<file path="src/rtl/game_event_scheduler.sv">
// Score keeper and animation sequencer between the ball/paddle logic and the
// LED animation block.
//   CLOCK, RESET        : system clock, synchronous active-high reset
//   anim_tick           : one-cycle strobe where the animation block samples
//   goal_in_1/2         : one-cycle goal pulses from the play logic
//   new_game            : one-cycle pulse, clears scores/flags/queue
//   score_1/2           : per-player scores
//   goal_player_1/2,
//   win_player_1/2      : one-hot animation request levels
//   play_enable         : ball motion allowed
//   game_over           : a win occurred, waiting for new_game
//   queue_overflow      : sticky, an event was dropped on a full queue
module game_event_scheduler #(
  parameter int unsigned WIN_SCORE   = 5,
  parameter int unsigned SCORE_W     = 4,
  parameter int unsigned QUEUE_DEPTH = 4,
  parameter int unsigned ANIM_TICKS  = 28,
  parameter int unsigned GAP_TICKS   = 2
) (
  input  logic               CLOCK,
  input  logic               RESET,
  input  logic               anim_tick,
  input  logic               goal_in_1,
  input  logic               goal_in_2,
  input  logic               new_game,
  output logic [SCORE_W-1:0] score_1,
  output logic [SCORE_W-1:0] score_2,
  output logic               goal_player_1,
  output logic               goal_player_2,
  output logic               win_player_1,
  output logic               win_player_2,
  output logic               play_enable,
  output logic               game_over,
  output logic               queue_overflow
);

  localparam int unsigned PTR_W    = (QUEUE_DEPTH > 1) ? $clog2(QUEUE_DEPTH) : 1;
  localparam int unsigned QCNT_W   = PTR_W + 1;
  localparam int unsigned TICK_MAX = (ANIM_TICKS > GAP_TICKS) ? ANIM_TICKS : GAP_TICKS;
  localparam int unsigned TICK_W   = (TICK_MAX > 2) ? $clog2(TICK_MAX) : 1;

  localparam logic [1:0] EV_GOAL_1 = 2'd0;
  localparam logic [1:0] EV_GOAL_2 = 2'd1;
  localparam logic [1:0] EV_WIN_1  = 2'd2;
  localparam logic [1:0] EV_WIN_2  = 2'd3;

  typedef enum logic [1:0] {IDLE, ISSUE, PLAY, GAP} state_e;

  state_e              state_q, state_d;
  logic [TICK_W-1:0]   cnt_q, cnt_d;
  logic [SCORE_W-1:0]  score_1_q, score_1_d;
  logic [SCORE_W-1:0]  score_2_q, score_2_d;
  logic                game_over_q, game_over_d;
  logic                overflow_q, overflow_d;
  logic                play_enable_q, play_enable_d;
  logic [3:0]          req_q, req_d;
  logic [1:0]          mem_q [QUEUE_DEPTH];
  logic [1:0]          mem_d [QUEUE_DEPTH];
  logic [PTR_W-1:0]    wr_ptr_q, wr_ptr_d;
  logic [PTR_W-1:0]    rd_ptr_q, rd_ptr_d;
  logic [QCNT_W-1:0]   count_q, count_d;

  logic                accept;
  logic                push;
  logic                pop;
  logic                full;
  logic [1:0]          push_ev;

  // Scoring, event queue and animation sequencing.
  always_comb begin
    state_d       = state_q;
    cnt_d         = cnt_q;
    score_1_d     = score_1_q;
    score_2_d     = score_2_q;
    game_over_d   = game_over_q;
    overflow_d    = overflow_q;
    req_d         = req_q;
    mem_d         = mem_q;
    wr_ptr_d      = wr_ptr_q;
    rd_ptr_d      = rd_ptr_q;
    count_d       = count_q;
    push_ev       = EV_GOAL_1;
    push          = 1'b0;
    pop           = 1'b0;
    full          = (count_q == QCNT_W'(QUEUE_DEPTH));
    accept        = play_enable_q && !game_over_q && !new_game && (goal_in_1 || goal_in_2);

    // Player 1 wins a simultaneous goal; player 2's pulse is discarded.
    if (accept) begin
      if (goal_in_1) begin
        score_1_d = SCORE_W'(score_1_q + 1'b1);
        if (score_1_d == SCORE_W'(WIN_SCORE)) begin
          push_ev     = EV_WIN_1;
          game_over_d = 1'b1;
        end else begin
          push_ev = EV_GOAL_1;
        end
      end else begin
        score_2_d = SCORE_W'(score_2_q + 1'b1);
        if (score_2_d == SCORE_W'(WIN_SCORE)) begin
          push_ev     = EV_WIN_2;
          game_over_d = 1'b1;
        end else begin
          push_ev = EV_GOAL_2;
        end
      end
    end

    // A running animation cannot be aborted, so new_game only cancels ISSUE.
    case (state_q)
      IDLE: begin
        if ((count_q != '0) && !new_game) begin
          pop                   = 1'b1;
          req_d                 = '0;
          req_d[mem_q[rd_ptr_q]] = 1'b1;
          state_d               = ISSUE;
        end
      end
      ISSUE: begin
        if (new_game) begin
          req_d   = '0;
          state_d = IDLE;
        end else if (anim_tick) begin
          req_d   = '0;
          cnt_d   = TICK_W'(ANIM_TICKS - 1);
          state_d = PLAY;
        end
      end
      PLAY: begin
        if (anim_tick) begin
          if (cnt_q == '0) begin
            if (GAP_TICKS == 0) begin
              state_d = IDLE;
            end else begin
              cnt_d   = TICK_W'(GAP_TICKS - 1);
              state_d = GAP;
            end
          end else begin
            cnt_d = cnt_q - 1'b1;
          end
        end
      end
      GAP: begin
        if (anim_tick) begin
          if (cnt_q == '0) begin
            state_d = IDLE;
          end else begin
            cnt_d = cnt_q - 1'b1;
          end
        end
      end
      default: state_d = IDLE;
    endcase

    // A same-cycle pop frees the slot a push into a full queue needs.
    push = accept && (!full || pop);
    if (accept && !push) overflow_d = 1'b1;
    if (push) begin
      mem_d[wr_ptr_q] = push_ev;
      wr_ptr_d        = wr_ptr_q + 1'b1;
    end
    if (pop) rd_ptr_d = rd_ptr_q + 1'b1;
    case ({push, pop})
      2'b10:   count_d = count_q + 1'b1;
      2'b01:   count_d = count_q - 1'b1;
      default: count_d = count_q;
    endcase

    if (new_game) begin
      score_1_d   = '0;
      score_2_d   = '0;
      game_over_d = 1'b0;
      overflow_d  = 1'b0;
      wr_ptr_d    = '0;
      rd_ptr_d    = '0;
      count_d     = '0;
    end

    play_enable_d = (state_d == IDLE) && (count_d == '0) && !game_over_d;
  end

  // State registers.
  always_ff @(posedge CLOCK) begin
    if (RESET) begin
      state_q       <= IDLE;
      cnt_q         <= '0;
      score_1_q     <= '0;
      score_2_q     <= '0;
      game_over_q   <= 1'b0;
      overflow_q    <= 1'b0;
      play_enable_q <= 1'b0;
      req_q         <= '0;
      mem_q         <= '{default: '0};
      wr_ptr_q      <= '0;
      rd_ptr_q      <= '0;
      count_q       <= '0;
    end else begin
      state_q       <= state_d;
      cnt_q         <= cnt_d;
      score_1_q     <= score_1_d;
      score_2_q     <= score_2_d;
      game_over_q   <= game_over_d;
      overflow_q    <= overflow_d;
      play_enable_q <= play_enable_d;
      req_q         <= req_d;
      mem_q         <= mem_d;
      wr_ptr_q      <= wr_ptr_d;
      rd_ptr_q      <= rd_ptr_d;
      count_q       <= count_d;
    end
  end

  assign score_1        = score_1_q;
  assign score_2        = score_2_q;
  assign goal_player_1  = req_q[EV_GOAL_1];
  assign goal_player_2  = req_q[EV_GOAL_2];
  assign win_player_1   = req_q[EV_WIN_1];
  assign win_player_2   = req_q[EV_WIN_2];
  assign play_enable    = play_enable_q;
  assign game_over      = game_over_q;
  assign queue_overflow = overflow_q;

endmodule

</file>
<file path="config.mk">
export PLATFORM = sky130hd
export DESIGN_NAME = game_event_scheduler
export DESIGN_NICKNAME = d
export VERILOG_FILES = /design/src/rtl/game_event_scheduler.sv
export SDC_FILE = /design/constraint.sdc
export NUM_CORES = 1
export LEC_CHECK = 0
export ABC_AREA = 1
export CORE_MARGIN = 1
export CORE_UTILIZATION = 56
export CTS_CLUSTER_SIZE = 30
export DETAILED_ROUTE_END_ITERATION = 8
export PLACE_DENSITY_LB_ADDON = 0.12
export SYNTH_ARGS = -nofsm -noshare
export SYNTH_HDL_FRONTEND = slang
export SYNTH_SLANG_ARGS = --single-unit
</file>
<file path="constraint.sdc">
create_clock -name CLOCK -period 2.3 [get_ports CLOCK]
set_clock_uncertainty 0.2 [all_clocks]
set_input_delay 0.345 -clock CLOCK [delete_from_list [all_inputs] [get_ports CLOCK]]
set_output_delay 0.345 -clock CLOCK [all_outputs]
set_load 0.01 [all_outputs]
</file>
# --- Word level (Yosys, flattened, before mapping) ---
# Cells that the tools add are included.
totals:
  ff_bits: 37
  input_bits: 6
  output_inout_bits: 15
op_classes:
  addsub: 7
  order_cmp: 5
  n_eq_ne: 15
  mux: 40
  bitwise: 3
  reduce_logical: 29
op_table:
  columns: ["cell", "count"]
  rows:
  - ["5-bit 2-to-1 mux", 6]
  - ["2-bit 2-to-1 mux", 14]
  - ["5-bit one-hot mux with 3 select lines", 1]
  - ["4-bit 2-to-1 mux", 3]
  - ["2-bit != test, second input constant", 6]
  - ["1-bit logical AND", 10]
  - ["4-bit by 1-bit adder with 4-bit output, second input constant", 2]
  - ["8-bit bitwise mux", 1]
  - ["4-bit by 3-bit equality test with 1-bit output, second input constant", 2]
  - ["1-bit 2-to-1 mux", 8]
  - ["2-bit one-hot mux with 4 select lines", 1]
  - ["4-bit one-hot mux with 2 select lines", 1]
  - ["2-bit equality test, second input constant", 3]
  - ["3-bit >= comparator, second input constant", 2]
  - ["2-bit inverter with 3-bit output", 2]
  - ["3-bit one-hot mux with 2 select lines", 1]
  - ["6-bit AND reduction", 1]
  - ["3-bit nonzero test", 2]
  - ["1-bit zero test", 5]
  - ["5-bit zero test", 1]
  - ["5-bit by 1-bit subtractor with 5-bit output, second input constant", 1]
  - ["2-bit by 1-bit adder with 2-bit output, second input constant", 2]
  - ["2-bit binary-select mux with 2-bit select", 1]
  - ["2-bit demux with 2-bit select", 1]
  - ["18 further kinds", 22]

# --- Depth between registers and ports, before layout ---
logic_depth:
  depth_word: 12
  ltp_mapped: 13

# --- Worst setup path after synthesis ---
# No wires, ideal clock.
synth_timing:
  path_kind: "reg-to-reg"
  from: "reg game_over_q (netlist: game_over)"
  to: "reg play_enable_q (netlist: play_enable)"
  t_arrival_ps: 1627
  slack_ps: 361
  path_stages_with_launch: 12
  path_buffers: 0
  period_less_slack_ps: 1939
  cell_sequence: "dfxtp_1 inv_1 nand3_4 nor2_8 nor2_2 fa_1 nand2_2 o21ai_4 nand2_2 nand2_2 nor2_2 nor2_2"
synth_between:
  elab_chain_cells: 11
  word_cells_on_any_way: 18
  cone_classes: "eq/ne: 2; mux: 7; reduce/logical: 9"
synth_lines:
  columns: ["item", "line", "text"]
  rows:
  - ["start, declared", "53", "logic game_over_q, game_over_d;"]
  - ["start signal, assigned", "202", "game_over_q <= game_over_d;"]
  - ["1-bit zero test", "86", "accept = play_enable_q && !game_over_q && !new_game && (goal_in_1 || goal_in_2);"]
  - ["1-bit logical AND (3 in series)", "86", null]
  - ["1-bit logical AND", "156", "push = accept && (!full || pop);"]
  - ["2-bit by 1-bit equality test with 1-bit output / 2-bit equality test (equally long branches)", "163", "case ({push, pop})"]
  - ["3-bit one-hot mux with 2 select lines", "163", null]
  - ["3-bit 2-to-1 mux", "169", "if (new_game) begin"]
  - ["3-bit zero test", "179", "play_enable_d = (state_d == IDLE) && (count_d == '0) && !game_over_d;"]
  - ["1-bit logical AND", "179", null]
  - ["1-bit logical AND (*)", "179", null]
  - ["end signal, assigned", "204", "play_enable_q <= play_enable_d;"]
  - ["end, declared", "55", "logic play_enable_q, play_enable_d;"]
# Every way passes the cells marked *; elsewhere a longest branch is shown, timed or not.
# A chain may end at the register's enable or synchronous reset.

# --- Final worst setup path ---
layout_timing:
  from: "in new_game"
  to: "reg play_enable_q (netlist: play_enable)"
layout_between:
  elab_chain_cells: 12
  word_cells_on_any_way: 22
  cone_classes: "eq/ne: 2; mux: 9; reduce/logical: 11"
layout_lines:
  columns: ["item", "line", "text"]
  rows:
  - ["start, declared", "25", "input logic new_game,"]
  - ["1-bit zero test", "86, 112", null]
  - ["1-bit logical AND", "112", "if ((count_q != '0) && !new_game) begin"]
  - ["1-bit 2-to-1 mux", "112", null]
  - ["1-bit 2-to-1 mux", "110", "case (state_q)"]
  - ["1-bit logical OR", "156", null]
  - ["1-bit logical AND", "156", null]
  - ["2-bit by 1-bit equality test with 1-bit output / 2-bit equality test (equally long branches)", "163", null]
  - ["3-bit one-hot mux with 2 select lines", "163", null]
  - ["3-bit 2-to-1 mux", "169", null]
  - ["3-bit zero test", "179", null]
  - ["1-bit logical AND", "179", null]
  - ["1-bit logical AND (*)", "179", null]
# Marked as above.

==> reports/qor.csv <==
metric;value;unit
critPathMaxFanout;4;
fin_nets;336;
worst_ir_drop_vdd;499;uV
cts_sinks;37;
fmax;473;MHz
cp_cell_sequence;clkdlybuf4s50_1, inv_4, nand3_4, nor2_8, nor2_2, fa_1, inv_1, nand3_2, nand3_2, nand2_1, clkinv_1, nand2_2, nor2_2;
area_growth;21.0;%
r2r_end;play_enable;
ant_nets;0;
p_per_area;603;nW/um2
slew_headroom;81.5;%
hold_path_startpoint;mem_q[2];
overflow;0;
rr_worst_depth;12;
antenna_found_initial;0;
post-route-drc-count;0;
dieArea;4040;um2
worstSetupPathType;input pin to flop;
post_cts_buffers;0;
cts_resized;0;
grt_max_degree;19;
endpoint_kind;flop;
whs_path_depth;2;
yosysSeqAreaShare;34.9;%
place_area;2450;um2
rr_startpoint;count_q[0];
ys_seq_elements;37;
avgSynthCellArea;7.48;um2
cts_hold_buffers;0;
synth_nets;301;
tightest_slew;0.277;ns
met3_usage;3.99;%
finalCritPeriodShare;91.9;%
pin_count;21;
max_stage_delay;0.53;ns
initial_core_util;58.0;%
layout_commonest_cell;inv_1;
wl_per_cell;11.4;um
diodes;0;
layout_common_cells;inv_1, nand2_1, dfxtp_1;
clockBufferDepth;2;
cpMaxStageDelayCell;clkdlybuf4s50_1;
root_buffer;clkbuf_8;
hold_viol;0;
setup_viol_count_final;0;
max_cap_viol_count;0;
cts_htree_levels;2;
cts_tree;built;
hpwl;3170;um
rows;22;
die_h;63.6;um
core;3660;um2
rsz0062_at_grt;no;
firstDrtPassIters;4;
viasPerCell;5.07;
path_clk_slew;0.07;ns
drive_gt1_share;18.8;%
arrival;2.11;ns
yosys_warnings;0;
start_kind;input pin;
reg2reg_slack;0.36;ns
synthCells;284;
vias;1867;
synth_area;2120;um2
period_needed;2.11;ns
outcome;completed;
finalInstanceArea;2570;um2
clk_latency;0.29;ns
hold_path_class;flop to flop;
power;0.00155;W
dieWidth;63.6;um
cp.required;2.29;ns
routed_wl;4210;um
cts_buffers;5;
portBuffers;20;
synth_cell_type_count;32;
drt-initial-drc-count;69;
gp_congestion;0.847;
grt_first_pass_wirelength;7330;um
post-route-util;70.2;%
grt_usage;23.2;%
power.leakage;1.11;nW
hold_end;mem_q[2];
gr-usage-met1;28.8;%
use_met2;38.7;%
tns;0;ns
busiest_layer;met2;
drv_slew;0;
first_global_vias;1753;
-- where the power goes --
part / leakage [nW] / switching, W / internal [W]
Clock: 0.0585 / 0.000237 / 0.000354
Sequential: 0.299 / 0.0000206 / 0.000666
Combinational: 0.747 / 0.000158 / 0.000115
Total: 1.11 / 0.000415 / 0.00113
-- layer usage --
| metal | up-vias | wire, um |
|---|---|---|
| li1 | 984 | - |
| met1 | 854 | 1990 |
| met2 | 20 | 2030 |
| met3 | 9 | 99 |
| met4 | 0 | 93 |
| met5 | - | 0 |
-- final cells by class --
cell class,count,area [um2]
timing repair buffer,31,283
clock buffer,7,86.3
fill,303,1090
multi-input combinational,191,1170
clock inverter,1,30.0
sequential,37,741
tap,48,60.1
inverter,53,204
-- worst max-delay path by stage --
stage	start	endpoint	cells past startpoint
finish	new_game	play_enable	13
global placement	new_game	play_enable	12
detailed placement	new_game	play_enable	13
floorplan	game_over	play_enable	11
global route	new_game	play_enable	13
CTS	new_game	play_enable	13
-- logic make-up after synthesis --
family                     Yosys count  synth area share (%)
DFF                                 37                  34.9
xor gates and xnor gates             5                  2.06
and+or+nand+nor                    120                  31.5
buffers and inverters               56                  10.2
adders and majority gates           11                  6.84
AOI/OAI and AO/OA                   55                  14.5
-- stage by stage --
stage | std cells | setup slack, ns | hold WS (ns)
2_1_floorplan | 284 | 0.361 | 0.239
3_3_place_gp | 360 | -0.0864 | 0.249
3_5_place_dp | 360 | -0.119 | 0.257
4_1_cts | 368 | 0.182 | 0.269
5_1_grt | 368 | 0.0980 | 0.291
6_report | 368 | 0.186 | 0.269
-- state kept, by name (all words and copies together) (netlist names) --
name and flops:
play_enable 1, mem_q 8, rd_ptr_q 2, count_q 3, game_over 1, cnt_q 5
state_q 2, wr_ptr_q 2, req_q 4, score_2 4, queue_overflow 1, score_1 4
-- cell usage after synthesis (all sizes together) --
cell / instances / area [um2]
a211oi: 5 / 37.5
a21oi: 27 / 135
a31oi: 1 / 6.26
a32oi: 1 / 8.76
buf: 1 / 5.00
clkbuf: 2 / 7.51
clkinv: 1 / 3.75
dfxtp: 37 / 741
fa: 1 / 20.0
ha: 10 / 125
inv: 52 / 200
nand2: 53 / 241
nand3: 27 / 203
nand4: 4 / 25.0
nor2: 31 / 170
nor3: 5 / 30.0
o21ai: 21 / 120
xnor2: 2 / 17.5
xor2: 3 / 26.3
-- critical path, delay by kind of cell --
family                   cells  cell delay (ns)
buffers and inverters        4             0.75
AND/OR/NAND/NOR              8             0.52
adder cells (fa/ha/maj)      1             0.47
Power figures use the tool's default switching activity.
==> patch, RTL diff (same settings) <==
The parameter `SCORE_W` goes from 4 to 6.
--- a/src/rtl/game_event_scheduler.sv
+++ b/src/rtl/game_event_scheduler.sv
@@ -12,7 +12,7 @@
 //   queue_overflow      : sticky, an event was dropped on a full queue
 module game_event_scheduler #(
   parameter int unsigned WIN_SCORE   = 5,
-  parameter int unsigned SCORE_W     = 4,
+  parameter int unsigned SCORE_W     = 6,
   parameter int unsigned QUEUE_DEPTH = 4,
   parameter int unsigned ANIM_TICKS  = 28,
   parameter int unsigned GAP_TICKS   = 2
Interface: changed (resized score_1 and score_2); port bits go from 21 to 25. No check against the original RTL was run, so the function may have changed too.
==> patch against the original RTL <==
Final area is 5.3% higher. Critical endpoint unchanged. Synthesized cell count grew 15%. Final cell count increased by 12%. Setup slack improved by 67 ps. Area after synthesis grew 6.0%. Combinational power decreased by 13%. Power decreased by 3.4%. Sequential cell count is 4 higher. Utilization up 1.5 points. Wire length grew 16%.
==> patch: results <==
set metrics [dict create \
    routed_via_density 5.294 \
    max-vdd-ir-drop_mv 0.4779 \
    first_pass_grt_wire_length_mm 8.128 \
    leakage_nw 1.180 \
    post_route_cells_drive_above_1_share_pct 10.16 \
    maxSlewHeadroom_pct 69.56 \
    num-fill-cells 325 \
    run_status "finished, final reports clean" \
    gr-usage-all-layers_pct 24.26 \
    crit_path_max_fanout 3 \
    whs_endpoint "queue_overflow" \
    grt_use_met1_pct 34.05 \
    drtIter0Drc 159 \
    flop2flop_setup_slack_ps 270 \
    number_of_library_cell_types_mapped_by_synthesis 28 \
    nNetsFinal 380 \
    globalRouteMet2Util_pct 36.73 \
    synthTopCellsByArea "dfxtp_1 (36%), nand2_1 (8.8%), inv_1 (8.3%)" \
    portBuffers 24 \
    number_of_global_route_vias_before_repair 1844 \
    reg2reg_depth 11 \
    globalRouteMet3Util_pct 5.556 \
    critical_path.reg2reg.startpoint "state_q[1]" \
    grt_max_degree 18 \
    dp_hpwl_mm 3.635 \
    postRouteWirelength_mm 4.875 \
]
patch: changes by cell type after synthesis, moves of 5 or more:
| cell | before | now |
|---|---|---|
| nand3_2 | 11 | 5 |
| nand3_1 | 15 | 35 |
| nand2_2 | 8 | 2 |
| nand2_1 | 42 | 53 |
| nor2_1 | 21 | 38 |
| o21ai_0 | 17 | 22 |
patch: report_power, final:
part / internal [mW] / total (mW) / switching (mW)
clock: 0.243 / 0.504 / 0.261
combinational: 0.0987 / 0.237 / 0.138
sequential: 0.735 / 0.755 / 0.0200
total: 1.08 / 1.50 / 0.418
patch: how the worst max path moves through the flow:
stage | end | slack [ps] | cells past startpoint
finish | play_enable | 250 | 11
global route | play_enable | 130 | 11
CTS | play_enable | 280 | 10
detailed placement | play_enable | -30 | 10
global placement | play_enable | 9 | 10
floorplan | play_enable | 450 | 11
patch: per-layer routing:
metal / vias to the layer above / part of all wire (%)
li1: 1144 / -
met1: 967 / 50
met2: 60 / 43
met3: 10 / 5.1
met4: 0 / 1.7
met5: - / 0
patch: worst max-delay path, delay by kind of cell:
| family | cells | cell delay, ps |
|---|---|---|
| adders and majority gates | 1 | 440 |
| buffers and inverters | 3 | 670 |
| and+or+nand+nor | 7 | 640 |
patch: metrics by stage:
step	instances	utilization, %	instance area, µm²	hold WS, ps	setup TNS [ps]
floorplan	327	-	2251	264.8	0
finish	412	71.73	2705	305.7	0
global route	412	71.73	2705	318.6	0
CTS	412	71.73	2705	293.9	0
detailed placement	404	69.18	2609	275.9	-27.95
global placement	404	69.18	2609	273.3	0
patch: kinds of logic (layout without fill, tap and decap cells):
group,Yosys count,in the layout,share of synthesized area (%)
AOI/OAI and AO/OA,61,61,14.68
adders and majority gates,11,11,6.448
DFF,41,41,36.46
and+or+nand+nor,153,153,31.57
xor gates and xnor gates,2,2,0.7784
buffers and inverters,59,96,10.06
patch: cell type report:
type,instances,area [µm²],area share [%]
multi-input combinational,227,1204,44.50
sequential,41,820.8,30.34
timing repair buffer,35,322.8,11.93
inverter,53,201.4,7.447
tap,48,60.06,2.220
clock inverter,2,13.76,0.5088
clock buffer,6,82.58,3.053
